File: config.mk
export PLATFORM = sky130hd
export DESIGN_NAME = pair_serializer
export DESIGN_NICKNAME = d
export VERILOG_FILES = /design/src/rtl/pair_serializer_pkg.sv /design/src/rtl/pair_serializer_flopenr.sv /design/src/rtl/pair_serializer.sv
export SDC_FILE = /design/constraint.sdc
export NUM_CORES = 1
export LEC_CHECK = 0
export BUFFER_PORTS_ARGS = -buffer_cell sky130_fd_sc_hd__clkbuf_2
export CAP_MARGIN = 20
export CORE_MARGIN = 8
export CORE_UTILIZATION = 40
export CTS_CLUSTER_DIAMETER = 100
export DETAILED_ROUTE_END_ITERATION = 10
export PLACE_DENSITY_LB_ADDON = 0.15
export SYNTH_ARGS = -nofsm -noshare
export SYNTH_HDL_FRONTEND = slang
export SYNTH_SLANG_ARGS = --single-unit
File: constraint.sdc
create_clock -name clk -period 2.92 [get_ports clk]
set_clock_uncertainty 0.1 [all_clocks]
set_input_delay 0.438 -clock clk [delete_from_list [all_inputs] [get_ports clk]]
set_output_delay 0.438 -clock clk [all_outputs]
set_load 0.02 [all_outputs]
File: src/rtl/pair_serializer_pkg.sv
// Shared types and constants for the pair serializer.
// The state encoding is fixed at 2 bits. The unused code 2'b11 behaves as idle.
// Helper functions classify a state without duplicating decode in each file.
package pair_serializer_pkg;

  localparam int unsigned DEFAULT_WIDTH = 32;

  typedef enum logic [1:0] {
    S_IDLE = 2'b00,
    S_W0   = 2'b01,
    S_W1   = 2'b10
  } ser_state_t;

  // True when the state is presenting a word. The unused code falls out as idle.
  function automatic logic state_presents(input ser_state_t s);
    return (s == S_W0) || (s == S_W1);
  endfunction

endpackage : pair_serializer_pkg

File: src/rtl/pair_serializer_flopenr.sv
// Enabled data register with asynchronous active-high clear.
// Latency: q follows d one clock after en is sampled high.
// Backpressure: none; q holds its value whenever en is low.
module flopenr #(
  parameter int unsigned WIDTH = 32
) (
  input  logic             clk,
  input  logic             reset,
  input  logic             en,
  input  logic [WIDTH-1:0] d,
  output logic [WIDTH-1:0] q
);

  // Load on enable, clear immediately on reset.
  always_ff @(posedge clk or posedge reset) begin
    if (reset) begin
      q <= '0;
    end else if (en) begin
      q <= d;
    end
  end

endmodule : flopenr

File: src/rtl/pair_serializer.sv
// Serializes an accepted (d0, d1) pair onto one valid/ready word channel, d0 first.
// Latency: first word is valid 1 cycle after accept; two-word pairs stream at 1 pair per 2 cycles.
// Backpressure: out_* hold steady while out_ready is low; in_ready reopens on the final beat.
module pair_serializer
  import pair_serializer_pkg::*;
#(
  parameter int unsigned WIDTH = DEFAULT_WIDTH
) (
  input  logic             clk,
  input  logic             reset,
  input  logic             in_valid,
  output logic             in_ready,
  input  logic             in_single,
  input  logic [WIDTH-1:0] in_d0,
  input  logic [WIDTH-1:0] in_d1,
  output logic             out_valid,
  input  logic             out_ready,
  output logic [WIDTH-1:0] out_data,
  output logic             out_last,
  output logic             busy
);

  ser_state_t       state_q;
  ser_state_t       state_d;
  logic             single_q;
  logic             single_d;
  logic [WIDTH-1:0] hold0_q;
  logic [WIDTH-1:0] hold1_q;

  logic             accept;
  logic             beat;

  // Handshake qualifiers. out_valid/out_last come only from registers, so the
  // only combinational input-to-output path is out_ready -> in_ready.
  assign beat   = out_valid && out_ready;
  assign accept = in_valid && in_ready;

  // Word holding registers: loaded only when a pair is accepted.
  flopenr #(.WIDTH(WIDTH)) u_hold0 (
    .clk   (clk),
    .reset (reset),
    .en    (accept),
    .d     (in_d0),
    .q     (hold0_q)
  );

  flopenr #(.WIDTH(WIDTH)) u_hold1 (
    .clk   (clk),
    .reset (reset),
    .en    (accept),
    .d     (in_d1),
    .q     (hold1_q)
  );

  // Single-word flag travels with the held pair.
  assign single_d = accept ? in_single : single_q;

  // State and mode flag registers; reset discards any partially sent pair.
  always_ff @(posedge clk or posedge reset) begin
    if (reset) begin
      state_q  <= S_IDLE;
      single_q <= 1'b0;
    end else begin
      state_q  <= state_d;
      single_q <= single_d;
    end
  end

  // Next-state: advance only on a beat; a new pair taken on the final beat
  // restarts at S_W0 without passing through idle.
  always_comb begin
    state_d = state_q;
    unique case (state_q)
      S_W0: begin
        if (beat) begin
          if (!single_q) begin
            state_d = S_W1;
          end else if (accept) begin
            state_d = S_W0;
          end else begin
            state_d = S_IDLE;
          end
        end
      end
      S_W1: begin
        if (beat) begin
          state_d = accept ? S_W0 : S_IDLE;
        end
      end
      default: begin
        // S_IDLE and the unused code both behave as idle.
        state_d = accept ? S_W0 : S_IDLE;
      end
    endcase
  end

  // Output decode: everything except in_ready is a function of registered state.
  always_comb begin
    out_valid = state_presents(state_q);
    busy      = state_presents(state_q);
    out_data  = '0;
    out_last  = 1'b0;
    unique case (state_q)
      S_W0: begin
        out_data = hold0_q;
        out_last = single_q;
      end
      S_W1: begin
        out_data = hold1_q;
        out_last = 1'b1;
      end
      default: begin
        out_data = '0;
        out_last = 1'b0;
      end
    endcase
    in_ready = !state_presents(state_q) || (out_valid && out_ready && out_last);
  end

endmodule : pair_serializer

==> results of run 1 <==
## cells in the mapped netlist (all sizes together)
library cell	instances
o22ai	1
nor2b	1
o21ai	1
a32o	1
mux2i	1
inv	4
nand2	2
nand3b	1
and2	1
ha	2
a211oi	1
clkbuf	6
dfrtp	67
buf	14
nor2	34
a22oi	32
o311a	1
mux2	65
nand2b	1
a21o	1
## registers in the layout, indices dropped and copies added, names as in the netlist
| register | cells |
|---|---|
| state_q | 2 |
| u_hold1.q | 32 |
| u_hold0.q | 32 |
| single_q | 1 |
## logic make-up after synthesis
kind of cell / synth area share (%)
flops: 51.8
mux: 28.7
simple gates: 4.99
compound gates: 9.01
buf+inv: 4.64
fa+ha+maj: 0.774
## final cells by class
class	count	area, sq um
Clock buffer	13	169
Clock inverter	2	10.0
Fill cell	753	3980
Inverter	4	15.0
Multi-Input combinational cell	146	1420
Sequential cell	67	1680
Tap cell	105	131
Timing Repair Buffer	112	618
## routing by layer
layer  vias up  part of all wire, %  GRT usage [%]
li1       1042                    -              -
met1      1074                   47           18.6
met2        73                   44           20.9
met3         7                  7.7           6.41
met4         0                 0.91           3.92
met5         -                    0              0
## stage by stage
step | setup WS (ns) | util [%]
CTS | 0.308 | 50.4
floorplan | 0.699 | -
global route | 0.174 | 50.4
detailed placement | 0.611 | 48.1
global placement | 0.686 | 48.1
finish | 0.350 | 50.4
## placed cells by master, fill, tap and decap left out, types with 2 or more instances in the layout
cell type and instances:
nand2_1 2, clkbuf_8 12, nor2_1 33, buf_12 3
inv_1 3, a22oi_1 32, buf_4 5, ha_1 2
dfrtp_1 67, mux2_2 15, clkbuf_2 104, clkinv_2 2
mux2_4 50
## where the power goes
group / switching [uW] / leakage (uW) / total [uW] / internal (uW)
logic: 1210 / 0.00112 / 2500 / 1290
clock network: 332 / 0.0000953 / 703 / 371
registers: 265 / 0.000789 / 1680 / 1420
## path summary, 6_finish.rpt
kind	startpoint	end	slack, ns	cells after the start
worst max-delay path	state_q[0]$_DFFE_PP0P_	out_data[7]	0.35	5
worst min-delay path	reset	u_hold0.q[12]$_DFFE_PP0P_	0.07	2
worst max register to register	state_q[0]$_DFFE_PP0P_	u_hold1.q[8]$_DFFE_PP0P_	0.61	6
worst min register to register	u_hold1.q[0]$_DFFE_PP0P_	u_hold1.q[0]$_DFFE_PP0P_	0.41	1
max in group asynchronous	reset	u_hold0.q[30]$_DFFE_PP0P_	2.01	3
min in group clk	in_d1[22]	u_hold1.q[22]$_DFFE_PP0P_	0.23	2
==> flow_metrics.py, run 1 <==
metrics = {
    "setup_path": {
        "endpoint_kind": "output port",
        "slowest_delay_ns": 0.59,
        "critPathLaunchType": "flip-flop",
        "path_max_fanout": 24,
        "critPathBufInv": 3,
        "crit_family": "buffers and inverters",
        "crit_chain": "inv_1 -> ha_1 -> buf_4 -> nor2_1 -> clkbuf_2",
        "crit_required_ns": 2.38,
        "cpMaxStageDelayCell": "ha_1",
        "arrival_ns": 2.03,
        "path_class": "flip-flop to output port",
    },
    "sta": {
        "max_slew.worst_pin.slew_ns": 0.634,
        "setup_viol": 0,
        "slew_viol_final": 0,
        "holdWs_ns": 0.0688,
        "max_freq_mhz": 389,
        "finalCritPeriodShare_pct": 88.0,
        "finalSetupTns_ns": 0,
        "rsz0062_at_grt": "no",
        "layout_min_cycle_time_ns": 2.57,
        "slew-limit-headroom_pct": 57.7,
        "finalHoldViolCount": 0,
    },
    "clock_tree": {
        "clk_pin_slew_ns": 0.07,
        "root_buffer": "clkbuf_8",
        "postCtsSetupBuffers": 0,
        "cts_tree": "done",
        "cts_max_path_buffers": 2,
        "cts_htree_levels": 3,
        "clkLatencyLatePin_ns": 0.33,
        "clock-sinks": 67,
        "cts_resized": 0,
        "post_cts_hold_buffer_count": 0,
        "numCtsBuffers": 9,
    },
    "layout": {
        "design_area_sq_um": 4040,
        "final_cells": 449,
        "drive_above_1_share_pct": 56.4,
        "fin_nets": 411,
        "area_growth_pct": 24.8,
        "antenna_cells": 0,
    },
    "synth": {
        "yosys.cell_types.count": 24,
        "netlist_area_sq_um": 3230,
        "synthTopCellsByArea": "dfrtp_1, mux2_4, a22oi_1",
        "synth-seq-area-share_pct": 51.8,
        "yosysTopAreaCellShare_pct": 51.8,
        "syn_inst": 237,
        "avgSynthCellArea_sq_um": 13.6,
        "yosysTopAreaCell": "dfrtp_1",
        "yosys_warnings": 0,
        "ys_ff_latch": 67,
        "syn-num-nets": 308,
    },
    "pwr": {
        "p_leak_uw": 0.00201,
        "total_power_uw": 4880,
        "worst_ir_drop_vdd_uv": 430,
        "power_density_nw_per_um2": 1210,
    },
    "placed_design": {
        "hpwl_um": 5260,
        "dpl_cell_area_sq_um": 3860,
        "gp_congestion": 0.694,
        "dp.cells": 434,
        "port_buffers": 104,
    },
    "global_route": {
        "grt_pass1_vias": 2475,
        "grt_antenna_before_repair": 0,
        "overflow": 0,
        "grt_max_degree": 41,
        "globalRouteTotalUtil_pct": 14.3,
        "grt_pass1_wl_um": 12800,
    },
    "detailed_routing": {
        "first_pass_iters": 6,
        "wl_per_cell_um": 17.1,
        "ant_nets": 0,
        "vias_per_cell": 4.89,
        "drc": 0,
        "routed_wl_um": 7660,
        "vias": 2196,
        "first_iter_violations": 67,
    },
    "hold_path": {
        "hold_path.class": "input port to asynchronous set/reset pin",
    },
    "floorplanning": {
        "core_area_sq_um": 8010,
        "die_h_um": 106,
        "boundaryPins": 105,
        "core.rowCount": 33,
        "die-area_sq_um": 11200,
        "start_util_pct": 40.4,
        "fp.dieW_um": 106,
    },
    "run": {
        "cap_violations": 0,
    },
    "run_status": {
        "status": "finished clean",
    },
}
(Power assumes the default switching activity.)
==> run 2, diff against run 1 <==
--- a/config.mk
+++ b/config.mk
@@ -5,12 +5,12 @@
 export SDC_FILE = /design/constraint.sdc
 export NUM_CORES = 1
 export LEC_CHECK = 0
-export BUFFER_PORTS_ARGS = -buffer_cell sky130_fd_sc_hd__clkbuf_2
 export CAP_MARGIN = 20
 export CORE_MARGIN = 8
 export CORE_UTILIZATION = 40
 export CTS_CLUSTER_DIAMETER = 100
 export DETAILED_ROUTE_END_ITERATION = 10
+export DONT_BUFFER_PORTS = 1
 export PLACE_DENSITY_LB_ADDON = 0.15
 export SYNTH_ARGS = -nofsm -noshare
 export SYNTH_HDL_FRONTEND = slang
==> flow_metrics.py, run 2 (synthesis gave the netlist of run 1 again) <==
metrics = {
    "layout": {
        "multiInputGateArea_sq_um": 1420,
        "area_growth_pct": 14.0,
        "ff_latch_area_sq_um": 1680,
        "drive_above_1_share_pct": 42.5,
        "layout_commonest_cell": "dfrtp_1",
        "design_area_sq_um": 3690,
        "fillCellCount": 753,
        "antenna_cells": 0,
        "fin_nets": 327,
        "reg_top3": "u_hold0.q (32), u_hold1.q (32), state_q (2)",
        "layout_common_cells": "dfrtp_1, mux2_4, nor2_1",
    },
    "setup_path": {
        "arrival_ns": 1.90,
        "cp_common_cell": "buf_4",
        "slowest_delay_ns": 0.39,
        "rr_startpoint": "state_q[0]$_DFFE_PP0P_",
        "path_max_fanout": 15,
        "cpMaxStageDelayCell": "dfrtp_1",
        "crit_chain": "inv_1 -> ha_1 -> buf_4 -> buf_4 -> a22oi_1 -> nor2_1",
        "critPathBufInv": 3,
        "startpoint": "state_q[1]$_DFFE_PP0P_",
        "crit_required_ns": 2.38,
        "path_class": "flip-flop to output port",
        "critPathLaunchType": "flip-flop",
        "endpoint_kind": "output port",
        "crit_family": "buffers and inverters",
    },
    "global_route": {
        "grt_pass1_wl_um": 12300,
        "grt_max_degree": 66,
        "grt_pass1_vias": 2191,
        "grt_use_met3_pct": 7.32,
        "grt_antenna_before_repair": 0,
        "grt_util_met1_pct": 17.0,
        "overflow": 0,
        "gr-usage-met2_pct": 20.7,
        "globalRouteTotalUtil_pct": 14.0,
        "grt_busiest_layer": "met2",
    },
    "detailed_routing": {
        "vias": 1935,
        "vias_per_cell": 5.29,
        "ant_nets": 0,
        "drc": 0,
        "first_iter_violations": 62,
        "routed_wl_um": 7520,
        "first_pass_iters": 4,
        "wl_per_cell_um": 20.5,
    },
    "floorplanning": {
        "boundaryPins": 105,
        "die-area_sq_um": 11200,
        "core.rowCount": 33,
        "start_util_pct": 40.4,
        "fp.dieW_um": 106,
        "die_h_um": 106,
        "core_area_sq_um": 8010,
    },
    "pwr": {
        "p_leak_uw": 0.00167,
        "worst_ir_drop_vdd_uv": 510,
        "power_density_nw_per_um2": 1330,
    },
    "clock_tree": {
        "numCtsBuffers": 9,
        "cts_tree": "done",
        "cts_resized": 0,
        "cts_htree_levels": 3,
        "cts_max_path_buffers": 2,
        "clk_pin_slew_ns": 0.08,
        "clkLatencyLatePin_ns": 0.33,
        "clock-sinks": 67,
        "root_buffer": "clkbuf_8",
    },
    "placed_design": {
        "hpwl_um": 4990,
        "port_buffers": 0,
        "gp_congestion": 0.674,
        "dpl_cell_area_sq_um": 3470,
    },
    "sta": {
        "max_freq_mhz": 409,
        "slew_viol_final": 0,
        "finalHoldViolCount": 0,
        "finalSetupTns_ns": 0,
        "layout_min_cycle_time_ns": 2.44,
        "setup_viol": 0,
        "rsz0062_at_grt": "no",
        "max_slew.worst_pin.slew_ns": 0.712,
        "slew-limit-headroom_pct": 52.5,
        "finalCritPeriodShare_pct": 83.6,
    },
    "hold_path": {
        "hold_path.class": "input port to flip-flop",
        "min_from": "in_d0[10]",
    },
    "run_status": {
        "status": "finished clean",
    },
    "run": {
        "cap_violations": 0,
    },
}
[run 2: cell types whose count changed in the layout (fill, tap and decap cells not counted), sizes merged]
cell         previous run  this run
dlygate4sd3             0         1
buf                     8        27
clkinvlp                0         1
bufinv                  0         1
clkbuf                117        12
[run 2: layer usage]
layer	part of all wire, %	wire [um]
met2	45	3360
met5	0	0
met4	0.93	70
met1	44	3340
met3	9.9	743
[run 2: area by class of cell]
| class | instances | area share [%] |
|---|---|---|
| multi-input cells | 146 | 38.4 |
| inverters | 4 | 0.407 |
| well taps | 105 | 3.56 |
| clock buffers | 12 | 4.48 |
| flip-flops and latches | 67 | 45.5 |
| repair buffers | 28 | 6.45 |
| clock inverters | 4 | 1.29 |
[run 2: power by group]
group	switching (uW)	internal, uW
clock	348	461
combinational	1190	1250
sequential	268	1410
total	1800	3120
[run 2: path summary, 6_finish.rpt]
check | endpoint | slack [ns] | cells after the start
hold / removal | u_hold0.q[10]$_DFFE_PP0P_ | 0.14 | 1
min in group asynchronous | u_hold1.q[13]$_DFFE_PP0P_ | 0.56 | 2
setup reg to reg | u_hold1.q[4]$_DFFE_PP0P_ | 0.69 | 7
max in group asynchronous | u_hold1.q[14]$_DFFE_PP0P_ | 1.50 | 3
setup / recovery | out_data[19] | 0.48 | 6
hold reg to reg | u_hold1.q[29]$_DFFE_PP0P_ | 0.41 | 1
[run 2: metrics by stage]
step / total power [uW] / cells / util, % / setup slack, ns / hold WS, ns
2_1_floorplan: 3650 / 237 / - / 0.699 / 0.381
3_3_place_gp: 4110 / 349 / 43.3 / 0.748 / 0.377
3_5_place_dp: 4150 / 349 / 43.3 / 0.700 / 0.371
4_1_cts: 5000 / 366 / 46.0 / 0.423 / 0.120
5_1_grt: 5260 / 366 / 46.0 / 0.331 / 0.112
6_report: 4920 / 366 / 46.0 / 0.478 / 0.137
[run 2: worst reg2reg max path, stage by stage, from the launching register on]
cell and delay (ns):
dfrtp_1 0.37, inv_1 0.05, ha_1 0.29, buf_4 0.20, o21ai_1 0.14, nor2_4 0.12, buf_12 0.38, mux2_2 0.46
[run 2: timing repair]
item,in CTS,in global routing
hold endpoints to repair,13,0
hold buffers,1,0
buffers inserted,0,0
